## src/rtl/hold_1_mon.sv

```systemverilog
// hold_1_mon: downstream monitor for the hold_1 FSM outputs.
//
// Measures each g_win window length in clk cycles, checks that exactly one
// f_tgl toggle belongs to the window (allowing a late toggle up to TGL_TO
// cycles after g falls), and emits one report per window through a
// single-entry valid/ready buffer. Also keeps a wrapping count of good frames
// and sticky status flags (report overflow, stray toggle while idle).
//
// Optional build macro HOLD_1_MON_TS_EN adds a free-running cycle counter and
// an rpt_ts output that captures the counter in each report's finish cycle.
//
// Ports:
//   clk, rst_n            clock, asynchronous active-low reset
//   g_win, f_tgl          window level / toggle-per-frame level from upstream
//   clr                   synchronous clear of frame_cnt, ovf, stray
//   rpt_valid/rpt_ready   report buffer handshake
//   rpt_len, rpt_err      buffered window length and error code
//                         (0 OK, 1 NO_TGL, 2 SHORT, 3 MULTI)
//   rpt_ts                finish-cycle timestamp (HOLD_1_MON_TS_EN only)
//   frame_cnt             completed windows with error code OK (wraps)
//   busy                  monitor is inside a window or waiting for a toggle
//   ovf, stray            sticky status flags
module hold_1_mon #(
    parameter int LEN_W   = 8,
    parameter int CNT_W   = 16,
    parameter int TGL_TO  = 4,
    parameter int MIN_LEN = 2
) (
    input  logic             clk,
    input  logic             rst_n,
    input  logic             g_win,
    input  logic             f_tgl,
    input  logic             clr,
    output logic             rpt_valid,
    input  logic             rpt_ready,
    output logic [LEN_W-1:0] rpt_len,
    output logic [1:0]       rpt_err,
`ifdef HOLD_1_MON_TS_EN
    output logic [CNT_W-1:0] rpt_ts,
`endif
    output logic [CNT_W-1:0] frame_cnt,
    output logic             busy,
    output logic             ovf,
    output logic             stray
);

    typedef enum logic [1:0] {
        IDLE     = 2'd0,
        WIN      = 2'd1,
        WAIT_TGL = 2'd2
    } state_t;

    localparam logic [1:0]       ERR_OK     = 2'd0;
    localparam logic [1:0]       ERR_NO_TGL = 2'd1;
    localparam logic [1:0]       ERR_SHORT  = 2'd2;
    localparam logic [1:0]       ERR_MULTI  = 2'd3;
    localparam logic [7:0]       TO_LAST    = 8'(TGL_TO - 1);
    localparam logic [LEN_W-1:0] MIN_LEN_L  = LEN_W'(MIN_LEN);

    // Window length saturates at all-ones instead of wrapping.
    function automatic logic [LEN_W-1:0] len_inc(input logic [LEN_W-1:0] l);
        return (l == '1) ? l : l + 1'b1;
    endfunction

    // Toggle count only needs to distinguish 0, 1 and "more than one".
    function automatic logic [1:0] tc_add(input logic [1:0] t, input logic inc);
        return (inc && t != 2'd2) ? t + 2'd1 : t;
    endfunction

    function automatic logic [1:0] err_code(input logic no_tgl, input logic [1:0] t,
                                            input logic [LEN_W-1:0] l);
        if (no_tgl)    return ERR_NO_TGL;
        if (t == 2'd2) return ERR_MULTI;
        if (l < MIN_LEN_L) return ERR_SHORT;
        return ERR_OK;
    endfunction

    state_t           state_q, state_d;
    logic             g_q, f_q;
    logic [LEN_W-1:0] len_q, len_d;
    logic [1:0]       tc_q, tc_d, tc_sum;
    logic [7:0]       to_q, to_d;

    logic             rise, tgl;
    logic             fin, fin_no_tgl, stray_evt, load;
    logic [1:0]       fin_tc, fin_err;
    logic [LEN_W-1:0] fin_len;

    assign rise = g_win & ~g_q;
    assign tgl  = f_tgl ^ f_q;
    assign busy = (state_q == WIN) || (state_q == WAIT_TGL);

    always_comb begin
        state_d    = state_q;
        len_d      = len_q;
        tc_d       = tc_q;
        to_d       = to_q;
        tc_sum     = tc_add(tc_q, tgl);
        fin        = 1'b0;
        fin_no_tgl = 1'b0;
        fin_tc     = tc_q;
        fin_len    = len_q;
        stray_evt  = 1'b0;
        case (state_q)
            IDLE: begin
                if (rise) begin
                    state_d = WIN;
                    len_d   = LEN_W'(1);
                    tc_d    = {1'b0, tgl};
                end else if (tgl) begin
                    stray_evt = 1'b1;
                end
            end
            WIN: begin
                tc_d = tc_sum;
                if (g_win) begin
                    len_d = len_inc(len_q);
                end else if (tc_sum != 2'd0) begin
                    // Toggle already seen (usually coincident with the fall).
                    fin     = 1'b1;
                    fin_tc  = tc_sum;
                    state_d = IDLE;
                end else begin
                    state_d = WAIT_TGL;
                    to_d    = 8'd0;
                end
            end
            WAIT_TGL: begin
                if (rise) begin
                    // Close the untoggled window and open the next one at once
                    // so a back-to-back rise is never lost.
                    fin        = 1'b1;
                    fin_no_tgl = 1'b1;
                    state_d    = WIN;
                    len_d      = LEN_W'(1);
                    tc_d       = {1'b0, tgl};
                end else if (tgl) begin
                    fin     = 1'b1;
                    fin_tc  = 2'd1;
                    tc_d    = 2'd1;
                    state_d = IDLE;
                end else if (to_q == TO_LAST) begin
                    fin        = 1'b1;
                    fin_no_tgl = 1'b1;
                    state_d    = IDLE;
                end else begin
                    to_d = to_q + 8'd1;
                end
            end
            default: state_d = IDLE;
        endcase
        fin_err = err_code(fin_no_tgl, fin_tc, fin_len);
    end

    // A report can enter the buffer when it is empty or being drained now.
    assign load = fin & (~rpt_valid | rpt_ready);

    always_ff @(posedge clk or negedge rst_n) begin
        if (!rst_n) begin
            state_q <= IDLE;
            g_q     <= 1'b0;
            f_q     <= 1'b0;
            len_q   <= '0;
            tc_q    <= 2'd0;
            to_q    <= 8'd0;
        end else begin
            state_q <= state_d;
            g_q     <= g_win;
            f_q     <= f_tgl;
            len_q   <= len_d;
            tc_q    <= tc_d;
            to_q    <= to_d;
        end
    end

    always_ff @(posedge clk or negedge rst_n) begin
        if (!rst_n) begin
            rpt_valid <= 1'b0;
            rpt_len   <= '0;
            rpt_err   <= 2'd0;
        end else if (load) begin
            rpt_valid <= 1'b1;
            rpt_len   <= fin_len;
            rpt_err   <= fin_err;
        end else if (rpt_ready) begin
            rpt_valid <= 1'b0;
        end
    end

    // clr takes priority over any event arriving in the same cycle.
    always_ff @(posedge clk or negedge rst_n) begin
        if (!rst_n) begin
            frame_cnt <= '0;
            ovf       <= 1'b0;
            stray     <= 1'b0;
        end else if (clr) begin
            frame_cnt <= '0;
            ovf       <= 1'b0;
            stray     <= 1'b0;
        end else begin
            if (fin && fin_err == ERR_OK) frame_cnt <= frame_cnt + 1'b1;
            if (fin && !load)             ovf       <= 1'b1;
            if (stray_evt)                stray     <= 1'b1;
        end
    end

`ifdef HOLD_1_MON_TS_EN
    logic [CNT_W-1:0] ts_cnt;

    always_ff @(posedge clk or negedge rst_n) begin
        if (!rst_n) begin
            ts_cnt <= '0;
            rpt_ts <= '0;
        end else begin
            ts_cnt <= ts_cnt + 1'b1;
            if (load) rpt_ts <= ts_cnt;
        end
    end
`endif

endmodule

```

## config.mk

```make
export PLATFORM = sky130hd
export DESIGN_NAME = hold_1_mon
export DESIGN_NICKNAME = d
export VERILOG_FILES = /design/src/rtl/hold_1_mon.sv
export SDC_FILE = /design/constraint.sdc
export NUM_CORES = 1
export LEC_CHECK = 0
export CAP_MARGIN = 5
export CELL_PAD_IN_SITES_DETAIL_PLACEMENT = 1
export CELL_PAD_IN_SITES_GLOBAL_PLACEMENT = 1
export CORE_MARGIN = 3
export CORE_UTILIZATION = 25
export CTS_BUF_LIST = sky130_fd_sc_hd__clkbuf_4 sky130_fd_sc_hd__clkbuf_8
export DETAILED_ROUTE_END_ITERATION = 8
export GPL_ROUTABILITY_DRIVEN = 0
export HOLD_SLACK_MARGIN = 0.02
export PLACE_DENSITY = 0.6
export RECOVER_POWER = 100
export SLEW_MARGIN = 15
export SYNTH_ARGS = -nofsm -noshare
export SYNTH_HDL_FRONTEND = slang
export SYNTH_SLANG_ARGS = --single-unit
```

## constraint.sdc

```tcl
create_clock -name clk -period 5.2 [get_ports clk]
set_input_delay 1.04 -clock clk [delete_from_list [all_inputs] [get_ports clk]]
set_output_delay 1.04 -clock clk [all_outputs]
set_load 0.005 [all_outputs]
```

==> metrics <==
VDD IR max=0.154 mV; Util after Layout=30.6%; # DRC=0; Tcrit/Tclk final=70.9%; synth unique cells=50; post-CTS sizing=0; antenna cells=0; num ports=36; Area after DPL=3440 sq um; status=finished, violations left; TNS Setup=0 ns; Initial Utilization=25.9%; WS Path Type=input port to flip-flop; Worst Hold End=rpt_len[4]; CP endpoint kind=flip-flop; gr usage total=11.6%; hpwl dp=5190 um; final non-filler cell total=481; Die Span Y=115 um; CTS buffer count=5; FMAX=271 MHz; clock slew at reported path FFs=0.10 ns; Overflow after GRT=0; worst slew pin tran=2.79 ns; later-pin clock latency in the skew report=0.31 ns; drt initial violations=128; port bufs=35; reg2reg end=rpt_err[0]; crit start category=input port; largest net degree at the start of global routing=52; final net count=351; Power Density=403 nW/um^2; max cap viols=1; floorplan core area=11600 sq um; Setup-failing EPs final=0; Clock Skew=0.0141 ns; vias in the first global route=2524; Async S/R FF share, synth=100%; post-synthesis sequential area ratio=42.6%; Slew Limit Fails=52; Net Count, Synth=324; post-CTS setup buffer count=0; Tmin final=3.68 ns; CTS hold repair buffers=0; count of state elements after synthesis=51; Initial DRT Pass Iterations=4; Inst Count DP=473; R2R cell count=7; Post-Synthesis Cells=310; post-route ant nets=0; Reg2Reg Launch Point=state_q[0]; # H-tree levels=2; source of the critical timing path=f_tgl; count of final hold-check violations=0; flop2flop setup slack=2.17 ns; most frequent cells in the layout=dfrtp_1 (51), dlygate4sd3_1 (33), nand2_1 (25); first-pass GRT wire length=12600 um; Layout Cell Area excl Fill=3540 sq um; WL/cell=15.4 um; Yosys warning count=0; die area=13300 sq um; ys flop type=dfrtp_1; failing checks=max-capacitance violations, max-slew violations; mapped cell area=2990 sq um; total wire length=7400 um; worst path required time=5.42 ns; WP data arrival=3.91 ns; Critical Path Fanout Max=11; Die Wd=115 um; clk sinks=51; Pleak=0.00153 uW; syn_area_per_cell=9.65 sq um; worst hold stages=1; synthesis-to-layout area growth=18.4%; clk buf depth=2; CTS tree=built; most common cell after layout, fill and taps aside=dfrtp_1; unrepaired setup endpoints after global routing=false; Vias=2482; number of synthesized flops with an enable pin=0; Hold Crit Start=rpt_len[4]; row count=39; HP Class=flip-flop to flip-flop; vias per inst=5.16; share of cells above drive strength 1=10.7%; initial antenna violation count=0; slew margin rel.=-85.9%; root buf cell=clkbuf_8
## cells by family (layout without fill, tap and decap cells)
| group | Yosys count | after routing | share of synthesized area (%) |
|---|---|---|---|
| buffers and inverters | 26 | 54 | 4.06 |
| multiplexers | 28 | 28 | 10.2 |
| AND/OR/NAND/NOR | 135 | 135 | 24.7 |
| XOR/XNOR | 2 | 2 | 1.09 |
| adder cells (fa/ha/maj) | 8 | 8 | 3.34 |
| AO/OA/AOI/OAI | 60 | 60 | 13.9 |
| flip-flops | 51 | 51 | 42.6 |
## power breakdown
| group | internal, uW | switching, uW | leakage [uW] | total [uW] |
|---|---|---|---|---|
| Clock | 145 | 142 | 0.0000548 | 288 |
| Combinational | 245 | 376 | 0.000785 | 621 |
| Sequential | 455 | 63.6 | 0.000690 | 519 |
## metal layers
layer | vias up | wire (um) | global-route usage [%]
met2 | 33 | 3530 | 19.2
met3 | 6 | 163 | 1.93
met1 | 1251 | 3620 | 15.7
li1 | 1192 | - | -
met5 | - | 0 | 0
met4 | 0 | 82 | 3.52
## critical path, stage by stage
cell and delay, ns:
dlygate4sd3_1 0.61, xnor2_1 0.61, nor3_1 0.19, nor3b_1 1.05
o31ai_1 0.20, a21boi_0 0.20
## stage by stage
stage	total power [uW]	setup WS [ns]	hold slack [ns]
final	1430	1.52	0.512
after global routing	1560	1.23	0.534
after CTS	1470	1.89	0.524
after detailed placement	1180	1.55	0.498
after global placement	1170	1.62	0.493
after floorplan	972	2.60	0.483
## sequential cells by signal, indices dropped and copies added (netlist names)
signal	flops
state_q	2
ovf	1
f_q	1
fin_len	8
rpt_valid	1
frame_cnt	16
rpt_len	8
to_q	8
rpt_err	2
g_q	1
stray	1
tc_q	2
## worst max path at each step
stage,endpoint,slack [ns],depth (start not counted)
3_3_place_gp,rpt_len[1],1.62,6
5_1_grt,to_q[5],1.23,6
2_1_floorplan,frame_cnt[15],2.60,6
4_1_cts,rpt_err[0],1.89,6
3_5_place_dp,rpt_err[0],1.55,6
6_report,to_q[5],1.52,6
## area by class of cell
cell class	instances	area, sq um
fillers	1328	8020
clock inverters	3	46.3
repair buffers	37	357
flip-flops and latches	51	1280
multi-input cells	233	1580
well taps	143	179
inverters	9	33.8
clock buffers	5	68.8
## synth_stat cells (all sizes together), types with 9 or more instances
master	number	share of area [%]
a21oi	9	1.5
o21ai	13	2.2
nand3	13	2.2
nor3	10	1.7
clkbuf	10	1.3
nand2	25	3.1
mux2	21	7.9
o31ai	14	3.5
and3	10	2.1
nand2b	10	2.1
nor2	22	2.8
nor2b	11	2.3
dfrtp	51	43
inv	9	1.1
(Power assumes the default switching activity.)
